--- src/rtl/reaction_pkg.sv ---
// Shared types and constants for the reaction tester score-keeping datapath.
package reaction_pkg;

  localparam int unsigned BCD_DIGIT_W = 4;
  localparam int unsigned BCD_WORD_W  = 16;
  localparam logic [BCD_WORD_W-1:0] BEST_RESET = 16'h9999;

  typedef enum logic [1:0] {
    DISP_LIVE  = 2'd0,
    DISP_LAST  = 2'd1,
    DISP_BEST  = 2'd2,
    DISP_STATS = 2'd3
  } disp_sel_e;

  // Two-digit BCD increment that holds once the (BCD-encoded) limit is reached.
  function automatic logic [7:0] bcd2_sat_inc(input logic [7:0] v, input logic [7:0] max_bcd);
    if (v >= max_bcd)
      return v;
    else if (v[3:0] == 4'd9)
      return {v[7:4] + 4'd1, 4'd0};
    else
      return {v[7:4], v[3:0] + 4'd1};
  endfunction

endpackage

--- src/rtl/bcd_less4.sv ---
// Combinational 4-digit BCD less-than: first differing digit from the top decides.
module bcd_less4
  import reaction_pkg::*;
(
  input  logic [BCD_WORD_W-1:0] a,
  input  logic [BCD_WORD_W-1:0] b,
  output logic                  lt
);

  logic found;

  always_comb begin
    lt    = 1'b0;
    found = 1'b0;
    for (int unsigned i = 0; i < BCD_WORD_W / BCD_DIGIT_W; i++) begin
      if (!found &&
          (a[BCD_WORD_W-1-i*BCD_DIGIT_W -: BCD_DIGIT_W] != b[BCD_WORD_W-1-i*BCD_DIGIT_W -: BCD_DIGIT_W])) begin
        lt    = a[BCD_WORD_W-1-i*BCD_DIGIT_W -: BCD_DIGIT_W] < b[BCD_WORD_W-1-i*BCD_DIGIT_W -: BCD_DIGIT_W];
        found = 1'b1;
      end
    end
  end

endmodule

--- src/rtl/reaction_score_keeper.sv ---
// Captures completed reaction times, tracks best/attempts/false starts and
// drives the registered 4-digit display selection for the bcd7seg decoders.
module reaction_score_keeper
  import reaction_pkg::*;
#(
  parameter int unsigned CNT_MAX = 99
) (
  input  logic                  CLOCK_50,
  input  logic                  reset,
  input  logic                  run,
  input  logic                  test_active,
  input  logic                  stop_test,
  input  logic                  request_test,
  input  logic [BCD_WORD_W-1:0] bcd_in,
  input  logic [1:0]            disp_sel,
  output logic [BCD_WORD_W-1:0] disp_out,
  output logic                  best_valid,
  output logic                  new_best,
  output logic                  false_start
);

  localparam logic [7:0] CNT_MAX_BCD = {4'(CNT_MAX / 10), 4'(CNT_MAX % 10)};

  logic                  ta_q;
  logic                  fs_q;
  logic [BCD_WORD_W-1:0] last;
  logic [BCD_WORD_W-1:0] best;
  logic [7:0]            attempts;
  logic [7:0]            faults;
  logic [BCD_WORD_W-1:0] disp_nxt;
  logic                  in_lt_best;
  logic                  done_evt;
  logic                  fs_cond;
  logic                  fs_evt;

  bcd_less4 u_less (
    .a  (bcd_in),
    .b  (best),
    .lt (in_lt_best)
  );

  assign done_evt = ta_q && !test_active;
  // fs_q remembers the qualified stop condition so a held button counts once.
  assign fs_cond  = stop_test && run && !test_active;
  assign fs_evt   = fs_cond && !fs_q;

  always_comb begin
    disp_nxt = '0;
    case (disp_sel_e'(disp_sel))
      DISP_LIVE:  disp_nxt = bcd_in;
      DISP_LAST:  disp_nxt = last;
      DISP_BEST:  disp_nxt = best_valid ? best : '0;
      DISP_STATS: disp_nxt = {attempts, faults};
      default:    disp_nxt = '0;
    endcase
  end

  always_ff @(posedge CLOCK_50) begin
    if (reset) begin
      ta_q        <= 1'b0;
      fs_q        <= 1'b0;
      last        <= '0;
      best        <= BEST_RESET;
      best_valid  <= 1'b0;
      attempts    <= '0;
      faults      <= '0;
      false_start <= 1'b0;
      new_best    <= 1'b0;
      disp_out    <= '0;
    end else begin
      ta_q     <= test_active;
      fs_q     <= fs_cond;
      new_best <= 1'b0;
      disp_out <= disp_nxt;
      if (done_evt) begin
        last     <= bcd_in;
        attempts <= bcd2_sat_inc(attempts, CNT_MAX_BCD);
        if (!best_valid || in_lt_best) begin
          best       <= bcd_in;
          best_valid <= 1'b1;
          new_best   <= 1'b1;
        end
      end
      if (fs_evt) begin
        faults      <= bcd2_sat_inc(faults, CNT_MAX_BCD);
        false_start <= 1'b1;
      end else if (request_test) begin
        false_start <= 1'b0;
      end
    end
  end

endmodule
--- config.mk ---
export PLATFORM = sky130hd
export DESIGN_NAME = reaction_score_keeper
export DESIGN_NICKNAME = d
export VERILOG_FILES = /design/src/rtl/reaction_pkg.sv /design/src/rtl/bcd_less4.sv /design/src/rtl/reaction_score_keeper.sv
export SDC_FILE = /design/constraint.sdc
export NUM_CORES = 1
export LEC_CHECK = 0
export ABC_AREA = 1
export ABC_CLOCK_PERIOD_IN_PS = 4000
export CORE_UTILIZATION = 35
export DETAILED_ROUTE_END_ITERATION = 12
export PLACE_DENSITY = 0.58
export SKIP_LAST_GASP = 1
export SYNTH_ARGS = -nofsm -noshare
export SYNTH_HDL_FRONTEND = slang
export SYNTH_HIERARCHICAL = 1
export SYNTH_SLANG_ARGS = --single-unit
--- constraint.sdc ---
create_clock -name CLOCK_50 -period 4 [get_ports CLOCK_50]
set_input_delay 0.8 -clock CLOCK_50 [delete_from_list [all_inputs] [get_ports CLOCK_50]]
set_output_delay 0.8 -clock CLOCK_50 [all_outputs]
set_load 0.005 [all_outputs]
# == Yosys cells after proc, flatten, opt, wreduce, memory -nomap -nowiden ==
# Cells that the tools add are included.
# Widths: inputs -> output; s select.
# word_totals
ff_bits,69
input_bits,24
word_cells,70
output_inout_bits,19
# classes
reduce_logical,22
addsub,4
n_mux,14
n_bitwise,3
order_cmp,6
eq_ne,9
# op_table
operator,count
$pmux 16 s4,1
$add 4x1->4 const B,4
$ge 8x8->1 const B,2
$lt 4x4->1,4
$mux 16,1
$ne 4x4->1,4
$mux 1,10
$eq 4x4->1 const B,2
$mux 4,2
$logic_and 1x1->1,7
$logic_not 1->1,6
$reduce_and 2->1,3
$reduce_and 3->1,2
$eq 2x2->1 const B,2
$not 1->1,3
$eq 2x1->1 const B,1
$logic_not 2->1,1
$reduce_bool 2->1,1
$reduce_or 2->1,1
$logic_or 1x1->1,1

# == Logic depth before layout (Yosys ltp) ==
# logic_depth
word_depth,13
mapped_depth,16
mapped_depth_nobuf,16

# == Cells and area by module ==
# The synthesis kept the hierarchy.
# modules_own_cells
module,area_each_um2,seq_area_each_um2,n_inst,cells_each
reaction_score_keeper,3065.4,1381.3,1,404
bcd_less4,474.2,0.0,1,79

# == Worst setup path before layout ==
# OpenSTA, ideal clock, no wires.
# synth_timing
kind,in2reg
start,in bcd_in[15]
end,reg best[4]
setup_slack_ns,1.845
path_buffers,1
t_arrival_ns,2.037
cell_stages,12
t_required_ns,3.882
cell_sequence,ha_1 -> nand2_2 -> nor2_4 -> o21ai_1 -> nor2_1 -> nor2_1 -> nand3_1 -> o21ai_4 -> inv_2 -> buf_6 -> nor3_2 -> a21oi_1
# synth_between
elab_chain_len,13
elab_cells_between_ends,17
cone_classes,1 x order compare; 1 x eq/ne; 7 x mux; 8 x reduce/logical
# synth_lines
element,line_no,text
from (decl),reaction_score_keeper.sv:14,"input logic [BCD_WORD_W-1:0] bcd_in,"
$ne 4x4->1,bcd_less4.sv:17,(a[BCD_WORD_W-1-i*BCD_DIGIT_W -: BCD_DIGIT_W] != b[BCD_WORD_W-1-i*BCD_DIGIT_W -: BCD_DIGIT_W])) begin
$mux 1,bcd_less4.sv:16,if (!found &&
$logic_not 1->1,bcd_less4.sv:16,
$logic_and 1x1->1,bcd_less4.sv:16,
$mux 1,bcd_less4.sv:16,
$logic_not 1->1,bcd_less4.sv:16,
$logic_and 1x1->1,bcd_less4.sv:16,
$mux 1,bcd_less4.sv:16,
$logic_not 1->1,bcd_less4.sv:16,
$logic_and 1x1->1,bcd_less4.sv:16,
$mux 1 *,bcd_less4.sv:16,
net in_lt_best,reaction_score_keeper.sv:31,logic in_lt_best;
$logic_or 1x1->1 *,reaction_score_keeper.sv:78,if (!best_valid || in_lt_best) begin
$reduce_and 2->1 (no line) *,n/a,
to (signal assigned),reaction_score_keeper.sv:79,best <= bcd_in;
to (decl),reaction_score_keeper.sv:27,logic [BCD_WORD_W-1:0] best;
# The timed path passes the listed nets; every way through them passes the cells marked *.
# A chain may end at the register's enable or synchronous reset.

# == Worst setup path in the final report ==
# layout_timing
start,in bcd_in[12]
end,reg best[1]
# The elaborated chain is that of the path after synthesis.

==> results.sh <==
export IMPL_crit_cells=15
export IMPL_initial_core_util_pct=36.2
export IMPL_cp_data_arrival_time_ns=3.07
export IMPL_dp_hpwl_um=6090
export IMPL_chipHeight_um=103
export IMPL_worst_pin_slew_ns=0.810
export IMPL_critPathMaxStageDelay_ns=0.54
export IMPL_postCtsSetupBuffers=0
export IMPL_yosysMostFrequentCell="nand2_1"
export IMPL_io_buffers=42
export IMPL_grt_antenna_before_repair=0
export IMPL_synth_async_sr_flop_share_pct=0
export IMPL_dp_cells=639
export IMPL_hold_viol=0
export IMPL_yosys_warnings=6
export IMPL_cp_end_kind="flip-flop"
export IMPL_slew_headroom_pct=45.9
export IMPL_drive_gt1_share_pct=11.1
export IMPL_nNetsFinal=561
export IMPL_grtUsageTotal_pct=18.4
export IMPL_instances_no_fill=655
export IMPL_holdPathStages=2
export IMPL_grt_ovfl_total=0
export IMPL_clk_pin_slew_ns=0.08
export IMPL_post_place_ws_ns=0.814
export IMPL_routabilityCongestion=0.835
export IMPL_cp_data_required_time_ns=4.25
export IMPL_synthTopCellsByCount="nand2_1, dfxtp_1, nor2_1, o21ai_0, inv_1"
export IMPL_path_cells="clkdlybuf4s50_1, inv_1, ha_1, nand2_2, nor2_4, o21ai_1, nor2_1, nor2_1, nand3_1, o21ai_4, inv_2, nand2_1, inv_2, nand2_1, nand2_1"
export IMPL_syn_avg_cell_area_um2=7.33
export IMPL_yosysUniqueCellTypes=31
export IMPL_reg2reg_from="best[15]$_SDFFE_PP1P_"
export IMPL_cp_start_kind="primary input"
export IMPL_wirelength_um=8770
export IMPL_peakVddDrop_mv=0.325
export IMPL_maxCapViolCount=0
export IMPL_ys_dominant_reg_cell="dfxtp_1"
export IMPL_grt_pass1_vias=3061
export IMPL_fillers=1023
export IMPL_fin_tns_setup_ns=0
export IMPL_clk_latency_ns=0.35
export IMPL_ys_ff_latch=69
export IMPL_clock_skew_ns=0.00941
export IMPL_slew_violations=0
export IMPL_fin_crit_sh_pct=70.6
export IMPL_htreeDepth=3
export IMPL_die_area_um2=10500
export IMPL_hold_slack_ns=0.472
export IMPL_path_common_cell="nand2_1"
export IMPL_antenna_left=0
export IMPL_cts_buffer_depth=2
export IMPL_power_w=0.00165
export IMPL_multi_input_area_um2=1830
export IMPL_max_freq_mhz=354
export IMPL_reg2reg_slack_ns=1.79
export IMPL_rsz0062_at_grt="false"
export IMPL_syn_nets=527
export IMPL_ys_seq_area_share_pct=39.0
export IMPL_cellPowerDensity_nw_per_um2=386
export IMPL_cts_root_buffer="clkbuf_8"
export IMPL_grt_max_degree=53
export IMPL_tritoncts="built"
export IMPL_cts_resized_gates=0
export IMPL_io_pins=43
export IMPL_drt_iter0_markers=146
export IMPL_drc=0
export IMPL_yosysTopAreaCellShare_pct=39.0
export IMPL_syn_inst=483
export IMPL_cts_made_buffers=9
export IMPL_diodes=0
export IMPL_cp_slowest_cell="clkdlybuf4s50_1"
export IMPL_status="finished, final reports clean"
export IMPL_setup_viol=0
export IMPL_die_x_um=103
export IMPL_setup_slack_ns=1.17
export IMPL_whs_endpoint="false_start$_SDFFE_PP0P_"
export IMPL_cts_sinks=69
export IMPL_synth_edf_count=0
export IMPL_hp_start="false_start$_SDFFE_PP0P_"
export IMPL_wire_per_inst_um=13.4
export IMPL_via_per_inst=4.92
export IMPL_syn_to_final_growth_pct=20.9
export IMPL_syn_area_um2=3540
export IMPL_leakage_nw=1.75
export IMPL_core_um2=9770
export IMPL_num_vias=3221
export IMPL_period_needed_ns=2.83
export IMPL_worst_r2r_cell_count=14
export IMPL_hp_class="flip-flop to flip-flop"
export IMPL_final_seq_area_um2=1380
export IMPL_crit_family="buffers and inverters"
export IMPL_worstPathMaxFanout=14
export IMPL_yosys_area_top_type="dfxtp_1"
export IMPL_worstSetupPathType="primary input to flip-flop"
export IMPL_ctsHoldBuffers=0
export IMPL_drt_first_pass_iters=4
export IMPL_grt_pass1_wl_um=14800
export IMPL_ys_top_cells_by_area="dfxtp_1, nand2_1, ha_1"
export IMPL_std_cell_rows=36
export IMPL_critical_path_buf_inv_count=4
export IMPL_r2r_end="best[1]$_SDFFE_PP0P_"
-- sequential cells by signal, summed over array words and instances, names as in the netlist --
| signal | count |
|---|---|
| disp_out | 16 |
| best_valid | 1 |
| new_best | 1 |
| last | 16 |
| fs_q | 1 |
| best | 16 |
| ta_q | 1 |
| attempts | 8 |
| faults | 8 |
| false_start | 1 |
-- power by group --
part | internal, W | switching (W) | total, W
combinational | 0.0000841 | 0.000110 | 0.000194
clock | 0.000449 | 0.000276 | 0.000726
sequential | 0.000714 | 0.0000177 | 0.000732
-- how the worst max path moves through the flow --
stage	from	end
floorplan	bcd_in[15]	best[4]$_SDFFE_PP1P_
CTS	bcd_in[12]	best[2]$_SDFFE_PP0P_
global placement	bcd_in[12]	best[6]$_SDFFE_PP0P_
detailed placement	bcd_in[12]	best[1]$_SDFFE_PP0P_
finish	bcd_in[12]	best[1]$_SDFFE_PP0P_
global route	bcd_in[12]	best[2]$_SDFFE_PP0P_
-- area by class of cell --
cell class / count / share of cell area [%]
multi-input cells: 338 / 42.7
flip-flops and latches: 69 / 32.3
repair buffers: 44 / 10.2
inverters: 55 / 4.88
well taps: 133 / 3.89
clock buffers: 11 / 3.54
clock inverters: 5 / 2.49
-- per-stage QoR --
stage                     utilization (%)  area, µm²
after floorplan                         -       3540
after global placement               41.1       4020
after detailed placement             41.1       4020
after CTS                            43.8       4280
after global routing                 43.8       4280
final                                43.8       4280
-- placed cells by master (no fill, tap or decap), drive strengths merged --
cell type	Yosys	layout
ha	20	20
clkinvlp	0	1
nand3	36	36
bufinv	0	3
nor3	6	6
nor2	73	73
o21ai	60	60
a21o	2	2
inv	54	54
buf	17	2
nand4	5	5
clkinv	1	2
xor2	5	5
clkdlybuf4s50	0	42
a21oi	23	23
nand2	91	91
clkbuf	4	11
a31oi	17	17
dfxtp	69	69
-- worst min-delay path: cells and delay by family, from the launching register on --
kind	cells	cell delay [ns]
flops	1	0.31
compound gates	1	0.05
simple gates	1	0.06
-- cells by family (layout without fill, tap and decap cells) --
family / Yosys count / count (layout) / synth area share, %
and+or+nand+nor: 211 / 211 / 27.5
AOI/OAI and AO/OA: 102 / 102 / 15.8
buffers and inverters: 76 / 115 / 9.33
DFF: 69 / 69 / 39.0
adders and majority gates: 20 / 20 / 7.07
xor gates and xnor gates: 5 / 5 / 1.24
-- routing by layer --
metal	share of wire [%]	vias up	GRT usage (%)
met5	0	-	0
met3	4.9	13	4.75
met2	46	64	31.4
li1	-	1647	-
met1	47	1497	22.5
met4	2.2	0	6.04
(Power assumes the default switching activity.)
